<file path="src/rtl/btn_cmd_sched.sv">
// Button command scheduler: latches debounced presses, auto-repeats held left/right, rate-limits fire,
// tracks pause, and offers one command at a time over valid/ready. Define PAUSE_LOCK_EN to lock bits 0..2 while paused.
module btn_cmd_sched #(
  parameter int REP_DLY = 25_000_000,
  parameter int REP_PER = 10_000_000,
  parameter int FIRE_CD = 20_000_000,
  parameter int CNT_W   = 25
) (
  input  logic       clk,
  input  logic       rst_n,
  input  logic [3:0] btn_clean,
  input  logic [3:0] btn_single,
  input  logic       cmd_ready,
  output logic       cmd_valid,
  output logic [1:0] cmd_id,
  output logic [3:0] pending,
  output logic       paused
);

  typedef enum logic {IDLE, OFFER} state_t;

  localparam logic [CNT_W-1:0] DLY_LIM  = CNT_W'(REP_DLY - 1);
  localparam logic [CNT_W-1:0] PER_LIM  = CNT_W'(REP_PER - 1);
  localparam logic [CNT_W-1:0] FIRE_LIM = CNT_W'(FIRE_CD - 1);

  state_t           state_q, state_d;
  logic [1:0]       ptr_q, ptr_d, id_d, pick;
  logic             valid_d, pick_ok, grant, lock, fire_cool;
  logic [1:0]       rep_evt;
  logic [3:0]       set_vec, clr_vec, elig, pend_d;
  logic [CNT_W-1:0] fire_cnt;

`ifdef PAUSE_LOCK_EN
  assign lock = paused;
`else
  assign lock = 1'b0;
`endif

  assign grant     = (state_q == OFFER) & cmd_ready;
  assign fire_cool = (fire_cnt != '0);

  // Auto-repeat for left/right: a delay phase first, then fixed-period phase while held.
  for (genvar i = 0; i < 2; i++) begin : g_rep
    logic [CNT_W-1:0] cnt;
    logic             phase;
    logic [CNT_W-1:0] lim;

    assign lim        = phase ? PER_LIM : DLY_LIM;
    assign rep_evt[i] = btn_clean[i] & ~lock & (cnt == lim);

    // NOTE: state registers use non-blocking assignments and reset asynchronously so every flop
    // clears the moment rst_n falls, independent of the clock.
    always_ff @(posedge clk or negedge rst_n) begin
      if (!rst_n) begin
        cnt   <= '0;
        phase <= 1'b0;
      end else if (!btn_clean[i] || lock) begin
        cnt   <= '0;
        phase <= 1'b0;
      end else if (rep_evt[i]) begin
        cnt   <= '0;
        phase <= 1'b1;
      end else begin
        cnt <= cnt + 1'b1;
      end
    end
  end

  always_ff @(posedge clk or negedge rst_n) begin
    if (!rst_n)                       fire_cnt <= '0;
    else if (grant && cmd_id == 2'd2) fire_cnt <= FIRE_LIM;
    else if (fire_cool)               fire_cnt <= fire_cnt - 1'b1;
  end

  // NOTE: every variable driven here gets a default first, so no path can infer a latch.
  always_comb begin
    set_vec      = btn_single;
    set_vec[1:0] = set_vec[1:0] | rep_evt;
    if (fire_cool) set_vec[2] = 1'b0;
    if (lock)      set_vec[2:0] = '0;

    clr_vec = '0;
    if (grant) clr_vec[cmd_id] = 1'b1;
    // A set in the same cycle as the grant-clear wins.
    pend_d = (pending & ~clr_vec) | set_vec;
    if (lock) pend_d[2:0] = '0;

    elig = pending;
    if (fire_cool) elig[2] = 1'b0;
    if (lock)      elig[2:0] = '0;
  end

  // Round-robin pick: ptr+1 has highest priority, ptr itself the lowest.
  always_comb begin
    pick    = '0;
    pick_ok = 1'b0;
    for (int k = 4; k >= 1; k--) begin
      if (elig[ptr_q + 2'(k)]) begin
        pick    = ptr_q + 2'(k);
        pick_ok = 1'b1;
      end
    end
  end

  always_comb begin
    state_d = state_q;
    valid_d = cmd_valid;
    id_d    = cmd_id;
    ptr_d   = ptr_q;
    unique case (state_q)
      IDLE: begin
        if (pick_ok) begin
          state_d = OFFER;
          valid_d = 1'b1;
          id_d    = pick;
        end
      end
      OFFER: begin
        if (cmd_ready) begin
          state_d = IDLE;
          valid_d = 1'b0;
          ptr_d   = cmd_id;
        end
      end
      default: state_d = IDLE;
    endcase
  end

  always_ff @(posedge clk or negedge rst_n) begin
    if (!rst_n) begin
      state_q   <= IDLE;
      cmd_valid <= 1'b0;
      cmd_id    <= 2'd0;
      ptr_q     <= 2'd3;
      pending   <= '0;
      paused    <= 1'b0;
    end else begin
      state_q   <= state_d;
      cmd_valid <= valid_d;
      cmd_id    <= id_d;
      ptr_q     <= ptr_d;
      pending   <= pend_d;
      if (grant && cmd_id == 2'd3) paused <= ~paused;
    end
  end

endmodule

</file>
<file path="config.mk">
export PLATFORM = sky130hd
export DESIGN_NAME = btn_cmd_sched
export DESIGN_NICKNAME = d
export VERILOG_FILES = /design/src/rtl/btn_cmd_sched.sv
export SDC_FILE = /design/constraint.sdc
export NUM_CORES = 1
export LEC_CHECK = 0
export CORE_ASPECT_RATIO = 1.25
export CORE_MARGIN = 10
export CORE_UTILIZATION = 40
export DETAILED_ROUTE_END_ITERATION = 6
export REMOVE_ABC_BUFFERS = 1
export SLEW_MARGIN = 10
export SYNTH_ARGS = -nofsm -noshare
export SYNTH_HDL_FRONTEND = slang
export SYNTH_SLANG_ARGS = --single-unit
</file>
<file path="constraint.sdc">
create_clock -name clk -period 4.1 [get_ports clk]
set_clock_uncertainty 0.1 [all_clocks]
set_input_delay 0.82 -clock clk [delete_from_list [all_inputs] [get_ports clk]]
set_output_delay 0.82 -clock clk [all_outputs]
set_load 0.02 [all_outputs]
</file>
==> qor.csv, run 1 <==
metric,value,unit
synth_fa_ha_area_share,1.08,%
synth_top_family_by_area,simple AND/OR/NAND/NOR gates,
grt_pass1_wl,16.8,mm
path_cells,or4b_1 > or4_1 > a211oi_1 > nand2b_1 > nor2_1,
netlist_area,4620,um2
drt_iter0_markers,223,
final_cell_count_no_fill,629,
clk_latency,0.33,ns
post-cts-setup-buffers,0,
avgSynthCellArea,9.83,um2
clock_sinks,88,
root_buffer,clkbuf_16,
num_io_pins,19,
p_seq_share,48.2,%
netlist_top_cells_count,"dfrtp_1, nor2_1, nand2_1, nand3_1, xor2_1",
layout.nets,504,
synth-xor-area-share,10.0,%
initial_utilization,41.3,%
synth-edff-count,0,
final_area,5190,um2
die_x,116,um
wl,9.71,mm
p_leak,2.03,nW
num_vias,3458,
drv_cap,0,
ir_drop,219,uV
finish.utilization,46.3,%
first_pass_iters,5,
post-dp-hpwl,6.77,mm
path_max_fanout,21,
endpoint_kind,flop,
cts_tree,yes,
hp-class,reg -> reg,
place_area,4890,um2
cts_max_level,3,
synth_area_leaders,"dfrtp_1, nor2_1, xor2_1",
yosys.area_share.simple,29.5,%
clkPwrFrac,34.8,%
synth_top_flop_cell,dfrtp_1,
gp_congestion,0.823,
relSlewSlack,28.4,%
power.density,446,nW/um2
finalSetupViolations,0,
cp.arrival,2.83,ns
crit_path_start_kind,flop,
die-area,16300,um2
drive_gt1_share,9.11,%
synth_cell_types,68,
ctsHoldBuffers,0,
hold_depth,1,
synth_top_area_share,46.6,%
vias_per_cell,5.50,
io_buffers,16,
dp.cells,613,
drc_errors,0,
clockBufferDepth,2,
ys_seq_elements,88,
period_needed,2.75,ns
fp.dieH,140,um
grt_usage,12.7,%
synth_seq_area_share,47.7,%
cts.repair.resized,0,
finalMaxSlewViolations,0,
muxShareOfSynthArea,0.677,%
antenna_found_initial,0,
wl_per_cell,15.4,um
rsz0062_at_grt,no,
slowest_delay,0.70,ns
cts_buffers,9,
rows,43,
core_area,11200,um2
yosysTopAreaCell,dfrtp_1,
crit_slowest_cell,nand2b_1,
async_flop_share,100,%
synthesis.instances,470,
grt_max_degree,73,
reg2reg_depth,5,
tightest_slew,1.06,ns
worstPathRequired,4.18,ns
syn_to_final_growth,12.3,%
internal-power,0.00164,W
cp.buffers_inverters,0,
crit_family,simple AND/OR/NAND/NOR gates,
gr-total-overflow,0,
p_sw_share,29.2,%
timing.fmax,364,MHz
finalSetupTns,0,ns
yosysMostFrequentCell,dfrtp_1,
drtAntennaViolNets,0,
grt_pass1_vias,3440,
path_depth,5,
antenna_cells,0,
hold_violations,0,
period_share,67.1,%
comb_power_share,17.0,%
clk_pin_slew,0.06,ns
status,finished clean,
switchingPower,0.000677,W
synth-compound-area-share,8.32,%
worstSetupPathType,reg -> reg,
yosys_warnings,0,
## logic make-up after synthesis
group | count (synthesis)
flip-flops | 88
XOR/XNOR | 53
AO/OA/AOI/OAI | 56
buffers and inverters | 24
AND/OR/NAND/NOR | 242
multiplexers | 3
adder cells (fa/ha/maj) | 4
## layer usage
| layer | wire length [um] | track usage [%] | vias to the layer above |
|---|---|---|---|
| met3 | 372 | 3.21 | 9 |
| li1 | - | - | 1716 |
| met5 | 0 | 0 | - |
| met4 | 140 | 5.21 | 0 |
| met2 | 4710 | 19.9 | 47 |
| met1 | 4480 | 16.2 | 1686 |
## final timing paths
check / endpoint / startpoint / slack (ns)
max: g_rep[1].cnt[12] / g_rep[1].cnt[7] / 1.35
max in group asynchronous: pending[0] / rst_n / 2.67
min in group asynchronous: fire_cnt[21] / rst_n / 0.53
max reg2reg: g_rep[1].cnt[12] / g_rep[1].cnt[7] / 1.35
min reg2reg: paused / paused / 0.39
min: paused / paused / 0.39
## layout by cell type (no fill, tap or decap), types with 6 or more instances in the layout
master	Yosys	layout
xor2_1	30	30
xnor2_1	23	23
and4_1	6	6
or3_1	7	7
inv_1	13	13
nand2_1	38	38
nor4_1	11	11
clkbuf_16	0	9
a21oi_1	8	8
clkdlybuf4s50_1	0	15
nand2b_1	7	7
dfrtp_1	86	86
nand4_1	14	14
nand3_1	31	31
nor2_1	73	73
o21ai_0	11	11
or4_1	9	9
## power groups by stage
stage / clock (W) / combinational (W) / sequential [W]
2_1_floorplan: 0 / 0.000237 / 0.00112
3_3_place_gp: 0 / 0.000384 / 0.00113
3_5_place_dp: 0 / 0.000398 / 0.00113
4_1_cts: 0.000826 / 0.000401 / 0.00111
5_1_grt: 0.000867 / 0.000446 / 0.00114
6_report: 0.000806 / 0.000394 / 0.00112
## layout make-up
type                       instances  area, um2
inverter                          13       48.8
timing repair buffer              19        180
multi-input combinational        358       2290
sequential                        88       2200
fill                            1061       6000
clock inverter                     4       45.0
clock buffer                      12        246
tap                              135        169
## worst register-to-register path, stage by stage, from the launching register on
cell and delay, ns:
dfrtp_1 0.41, or4b_1 0.51, or4_1 0.45, a211oi_1 0.30, nand2b_1 0.70, nor2_1 0.12
## state kept, by name, summed over array words and instances (netlist names)
signal	cells
cmd_id	2
cmd_valid	1
fire_cnt	25
g_rep.cnt	50
g_rep.phase	2
paused	1
pending	4
ptr_q	2
state_q	1
## per-stage QoR
stage | worst slack [ns] | hold WS (ns) | power [W]
4_1_cts | 1.35 | 0.391 | 0.00234
3_3_place_gp | 1.38 | 0.372 | 0.00151
5_1_grt | 1.12 | 0.423 | 0.00245
3_5_place_dp | 1.34 | 0.382 | 0.00153
6_report | 1.35 | 0.386 | 0.00231
2_1_floorplan | 1.75 | 0.361 | 0.00136
Note: power is estimated with default switching activity, not from simulation.
==> run 2: changes to the inputs <==
- clock period: 4.1 -> 2.9 ns (I/O delays scaled with it)
==> qor.csv, run 2 (synthesis gave the netlist of run 1 again) <==
metric,value,unit,change
clk_pin_slew,0.06,ns,about the same
gp_congestion,0.799,,was 0.823
hp-class,in -> async,,was reg -> reg
grt_usage,13.0,%,was 12.7%
endpoint_kind,flop,,unchanged
timing.fmax,393,MHz,was 364 MHz
cts.repair.resized,0,,unchanged
root_buffer,clkbuf_16,,unchanged
path_max_fanout,8,,was 21
regMostFlops,g_rep.cnt,,unchanged
place_ws,0.376,ns,was 1.34 ns
num_io_pins,19,,unchanged
hold_violations,0,,unchanged
post-cts-setup-buffers,0,,unchanged
vias_per_cell,5.50,,about the same
die-area,16300,um2,unchanged
drt_iter0_markers,161,,was 223
cts_max_level,3,,unchanged
grt_pass1_vias,3622,,"was 3,440"
worstSetupPathType,reg -> reg,,unchanged
wl,9.84,mm,was 9.71 mm
period_needed,2.54,ns,was 2.75 ns
largest_register_ffs,50,,unchanged
post-dp-hpwl,7.03,mm,was 6.77 mm
period_share,87.7,%,was 67.1%
status,finished clean,,unchanged
initial_utilization,41.3,%,unchanged
drive_gt1_share,11.1,%,was 9.11%
grt_max_degree,50,,was 73
rows,43,,unchanged
finish.utilization,47.2,%,was 46.3%
antenna_cells,0,,unchanged
cts_tree,yes,,unchanged
fill_cells,1068,,"was 1,061"
antenna_found_initial,0,,unchanged
first_pass_iters,4,,was 5
reg.largest.list,"g_rep.cnt (50), fire_cnt (25), pending (4)",,unchanged
syn_to_final_growth,14.5,%,was 12.3%
die_x,116,um,unchanged
relSlewSlack,55.8,%,was 28.4%
crit_path_start_kind,flop,,unchanged
clock_sinks,88,,unchanged
clk_latency,0.34,ns,was 0.33 ns
layout_common_cells,"dfrtp_1, nor2_1, nand2_1",,unchanged
ir_drop,330,uV,was 219 uV
finalSetupViolations,0,,unchanged
clockBufferDepth,2,,unchanged
grt_pass1_wl,17.2,mm,was 16.8 mm
layout_commonest_cell,dfrtp_1,,unchanged
final_cell_count_no_fill,639,,was 629
drv_cap,0,,unchanged
power.density,625,nW/um2,was 446 nW/um2
dp.cells,623,,was 613
p_leak,2.09,nW,was 2.03 nW
ctsHoldBuffers,0,,unchanged
fin_ws,0.358,ns,was 1.35 ns
drtAntennaViolNets,0,,unchanged
gr-total-overflow,0,,unchanged
cp.arrival,2.67,ns,was 2.83 ns
num_vias,3517,,"was 3,458"
io_buffers,16,,unchanged
core_area,11200,um2,unchanged
fp.dieH,140,um,unchanged
cts_buffers,9,,unchanged
finalSetupTns,0,ns,unchanged
worstPathRequired,3.03,ns,was 4.18 ns
layout.nets,514,,was 504
tightest_slew,0.663,ns,was 1.06 ns
wl_per_cell,15.4,um,about the same
power.total,0.00330,W,was 0.00231 W
drc_errors,0,,unchanged
finalMaxSlewViolations,0,,unchanged
rsz0062_at_grt,no,,unchanged
==> run 2: final cells by class <==
cell class / count / area, um2 / share of cell area [%]
Timing Repair Buffer: 29 / 268 / 5.06
Tap cell: 135 / 169 / 3.19
Sequential cell: 88 / 2200 / 41.7
Multi-Input combinational cell: 358 / 2290 / 43.4
Inverter: 13 / 48.8 / 0.923
Clock inverter: 1 / 7.51 / 0.142
Clock buffer: 15 / 298 / 5.63
==> run 2: power breakdown <==
| group | leakage, nW | internal, W | switching (W) |
|---|---|---|---|
| logic | 0.822 | 0.000252 | 0.000310 |
| clock network | 0.148 | 0.000699 | 0.000462 |
| registers | 1.12 | 0.00138 | 0.000197 |
==> run 2: per-stage QoR <==
stage               hold WS [ns]  instance area, um2
CTS                        0.199                5290
finish                     0.176                5290
global placement           0.367                4980
floorplan                  0.184                4550
global route               0.226                5290
detailed placement         0.381                4980
==> run 2: worst max-delay path: stages (launching register included) <==
cell      delay, ns
dfrtp_1        0.41
or4b_1         0.52
or4_1          0.45
a211oi_1       0.31
nand2b_1       0.36
buf_4          0.23
nor2_1         0.06
==> run 2: final timing paths <==
| kind | startpoint | endpoint | slack, ns | cells past startpoint |
|---|---|---|---|---|
| max reg2reg | g_rep[1].cnt[7] | g_rep[1].cnt[22] | 0.36 | 6 |
| min in group clk | ptr_q[1] | ptr_q[1] | 0.39 | 2 |
| min | rst_n | fire_cnt[21] | 0.18 | 1 |
| min reg2reg | ptr_q[1] | ptr_q[1] | 0.39 | 2 |
| max in group asynchronous | rst_n | ptr_q[0] | 1.86 | 2 |
| max | g_rep[1].cnt[7] | g_rep[1].cnt[22] | 0.36 | 6 |
==> run 2: metal layers <==
layer	routed length (um)	global-route usage, %
met1	4490	16.0
met2	4810	20.7
met3	383	3.72
met4	159	4.88
met5	0	0
==> run 3: changes to the inputs <==
- GPL_TIMING_DRIVEN: not set -> 0
==> qor.csv, run 3 (synthesis gave the netlist of run 1 again) <==
metric,value,unit,change
die_x,116,um,unchanged
die-area,16300,um2,unchanged
ctsHoldBuffers,0,,unchanged
initial_utilization,41.3,%,unchanged
fill_cells,1075,,"was 1,068"
tightest_slew,1.21,ns,was 0.663 ns
io_buffers,16,,unchanged
num_io_pins,19,,unchanged
finalSetupViolations,0,,unchanged
ir_drop,349,uV,was 330 uV
num_vias,3502,,"was 3,517"
wl,9.64,mm,was 9.84 mm
layout_commonest_cell,dfrtp_1,,unchanged
syn_to_final_growth,12.8,%,was 14.5%
hp-class,in -> async,,unchanged
drc_errors,0,,unchanged
antenna_cells,0,,unchanged
cts_max_level,3,,unchanged
power.total,0.00330,W,about the same
vias_per_cell,5.59,,was 5.50
reg2reg_depth,5,,was 6
worstSetupPathType,reg -> reg,,unchanged
timing.fmax,397,MHz,was 393 MHz
regMostFlops,g_rep.cnt,,unchanged
post-cts-setup-buffers,0,,unchanged
reg.largest.list,"g_rep.cnt (50), fire_cnt (25), pending (4)",,unchanged
grt_pass1_wl,16.7,mm,was 17.2 mm
finalSetupTns,0,ns,unchanged
drtAntennaViolNets,0,,unchanged
reg2reg_slack,0.38,ns,was 0.36 ns
layout_common_cells,"dfrtp_1, nor2_1, nand2_1",,unchanged
relSlewSlack,18.7,%,was 55.8%
drt_iter0_markers,265,,was 161
rows,43,,unchanged
cts_buffers,9,,unchanged
grt_max_degree,66,,was 50
gr-total-overflow,0,,unchanged
path_max_fanout,10,,was 8
grt_pass1_vias,3511,,"was 3,622"
layout.nets,502,,was 514
clk_pin_slew,0.06,ns,about the same
clk_latency,0.34,ns,about the same
clockBufferDepth,2,,unchanged
final_cell_count_no_fill,627,,was 639
r2r_end,fire_cnt[13],,was g_rep[1].cnt[22]
finalMaxSlewViolations,0,,unchanged
status,finished clean,,unchanged
clock_sinks,88,,unchanged
largest_register_ffs,50,,unchanged
root_buffer,clkbuf_16,,unchanged
core_area,11200,um2,unchanged
period_needed,2.52,ns,was 2.54 ns
crit_path_start_kind,flop,,unchanged
p_leak,2.04,nW,was 2.09 nW
gp_congestion,0.791,,was 0.799
drv_cap,0,,unchanged
fin_ws,0.379,ns,was 0.358 ns
first_pass_iters,5,,was 4
power.density,634,nW/um2,was 625 nW/um2
antenna_found_initial,0,,unchanged
cp.arrival,2.63,ns,was 2.67 ns
timing.rr.start,fire_cnt[6],,was g_rep[1].cnt[7]
period_share,86.9,%,was 87.7%
place_ws,0.145,ns,was 0.376 ns
rsz0062_at_grt,no,,unchanged
worstPathRequired,3.01,ns,was 3.03 ns
fp.dieH,140,um,unchanged
drive_gt1_share,9.15,%,was 11.1%
wl_per_cell,15.4,um,about the same
cts_tree,yes,,unchanged
hold_violations,0,,unchanged
dp.cells,611,,was 623
endpoint_kind,flop,,unchanged
post-dp-hpwl,6.77,mm,was 7.03 mm
grt_usage,12.6,%,was 13.0%
## run 3: worst max-delay path: stages, from the launching register on
cell	delay, ns
dfrtp_1	0.41
or4_4	0.60
nor3_4	0.31
and4_1	0.53
nor3_2	0.08
or3b_1	0.36
## run 3: repair_timing
item | in CTS | in global routing
gates resized for setup | 0 | 1
setup endpoints to repair | 0 | 21
hold endpoints to repair | 0 | 0
## run 3: area by class of cell
| cell class | count | area [um2] | area share [%] |
|---|---|---|---|
| Tap cell | 135 | 169 | 3.24 |
| Clock inverter | 3 | 40.0 | 0.769 |
| Clock buffer | 13 | 260 | 5.00 |
| Inverter | 13 | 48.8 | 0.937 |
| Multi-Input combinational cell | 358 | 2300 | 44.2 |
| Sequential cell | 88 | 2200 | 42.3 |
| Timing Repair Buffer | 17 | 185 | 3.56 |
## run 3: worst max-delay path by stage
stage / endpoint / start / slack (ns) / cells past startpoint
finish: fire_cnt[13] / fire_cnt[6] / 0.38 / 5
global route: g_rep[1].cnt[23] / g_rep[1].cnt[2] / 0.12 / 5
global placement: g_rep[0].cnt[19] / rst_n / -2.15 / 1
floorplan: g_rep[1].cnt[10] / g_rep[1].cnt[7] / 0.55 / 5
detailed placement: g_rep[1].cnt[6] / g_rep[1].cnt[7] / 0.15 / 5
CTS: g_rep[1].cnt[6] / g_rep[1].cnt[7] / 0.15 / 5
## run 3: per-stage QoR
step           area (um2)  util (%)  hold slack, ns
3_3_place_gp         4870      43.6           0.368
2_1_floorplan        4550         -           0.184
4_1_cts              5200      46.5          0.0489
3_5_place_dp         4900      43.8           0.362
6_report             5210      46.5          0.0462
5_1_grt              5210      46.5          0.0582
## run 3: metal layers
layer / global-route usage [%] / vias up / wire length, um
met1: 15.9 / 1728 / 4420
met4: 5.87 / 0 / 171
met5: 0 / - / 0
met3: 2.82 / 11 / 400
met2: 19.9 / 52 / 4650
li1: - / 1711 / -
## run 3: power by group
part | internal (W) | total (W) | leakage [nW] | switching, W
Clock | 0.000712 | 0.00117 | 0.150 | 0.000454
Combinational | 0.000249 | 0.000553 | 0.765 | 0.000304
Sequential | 0.00138 | 0.00158 | 1.12 | 0.000201
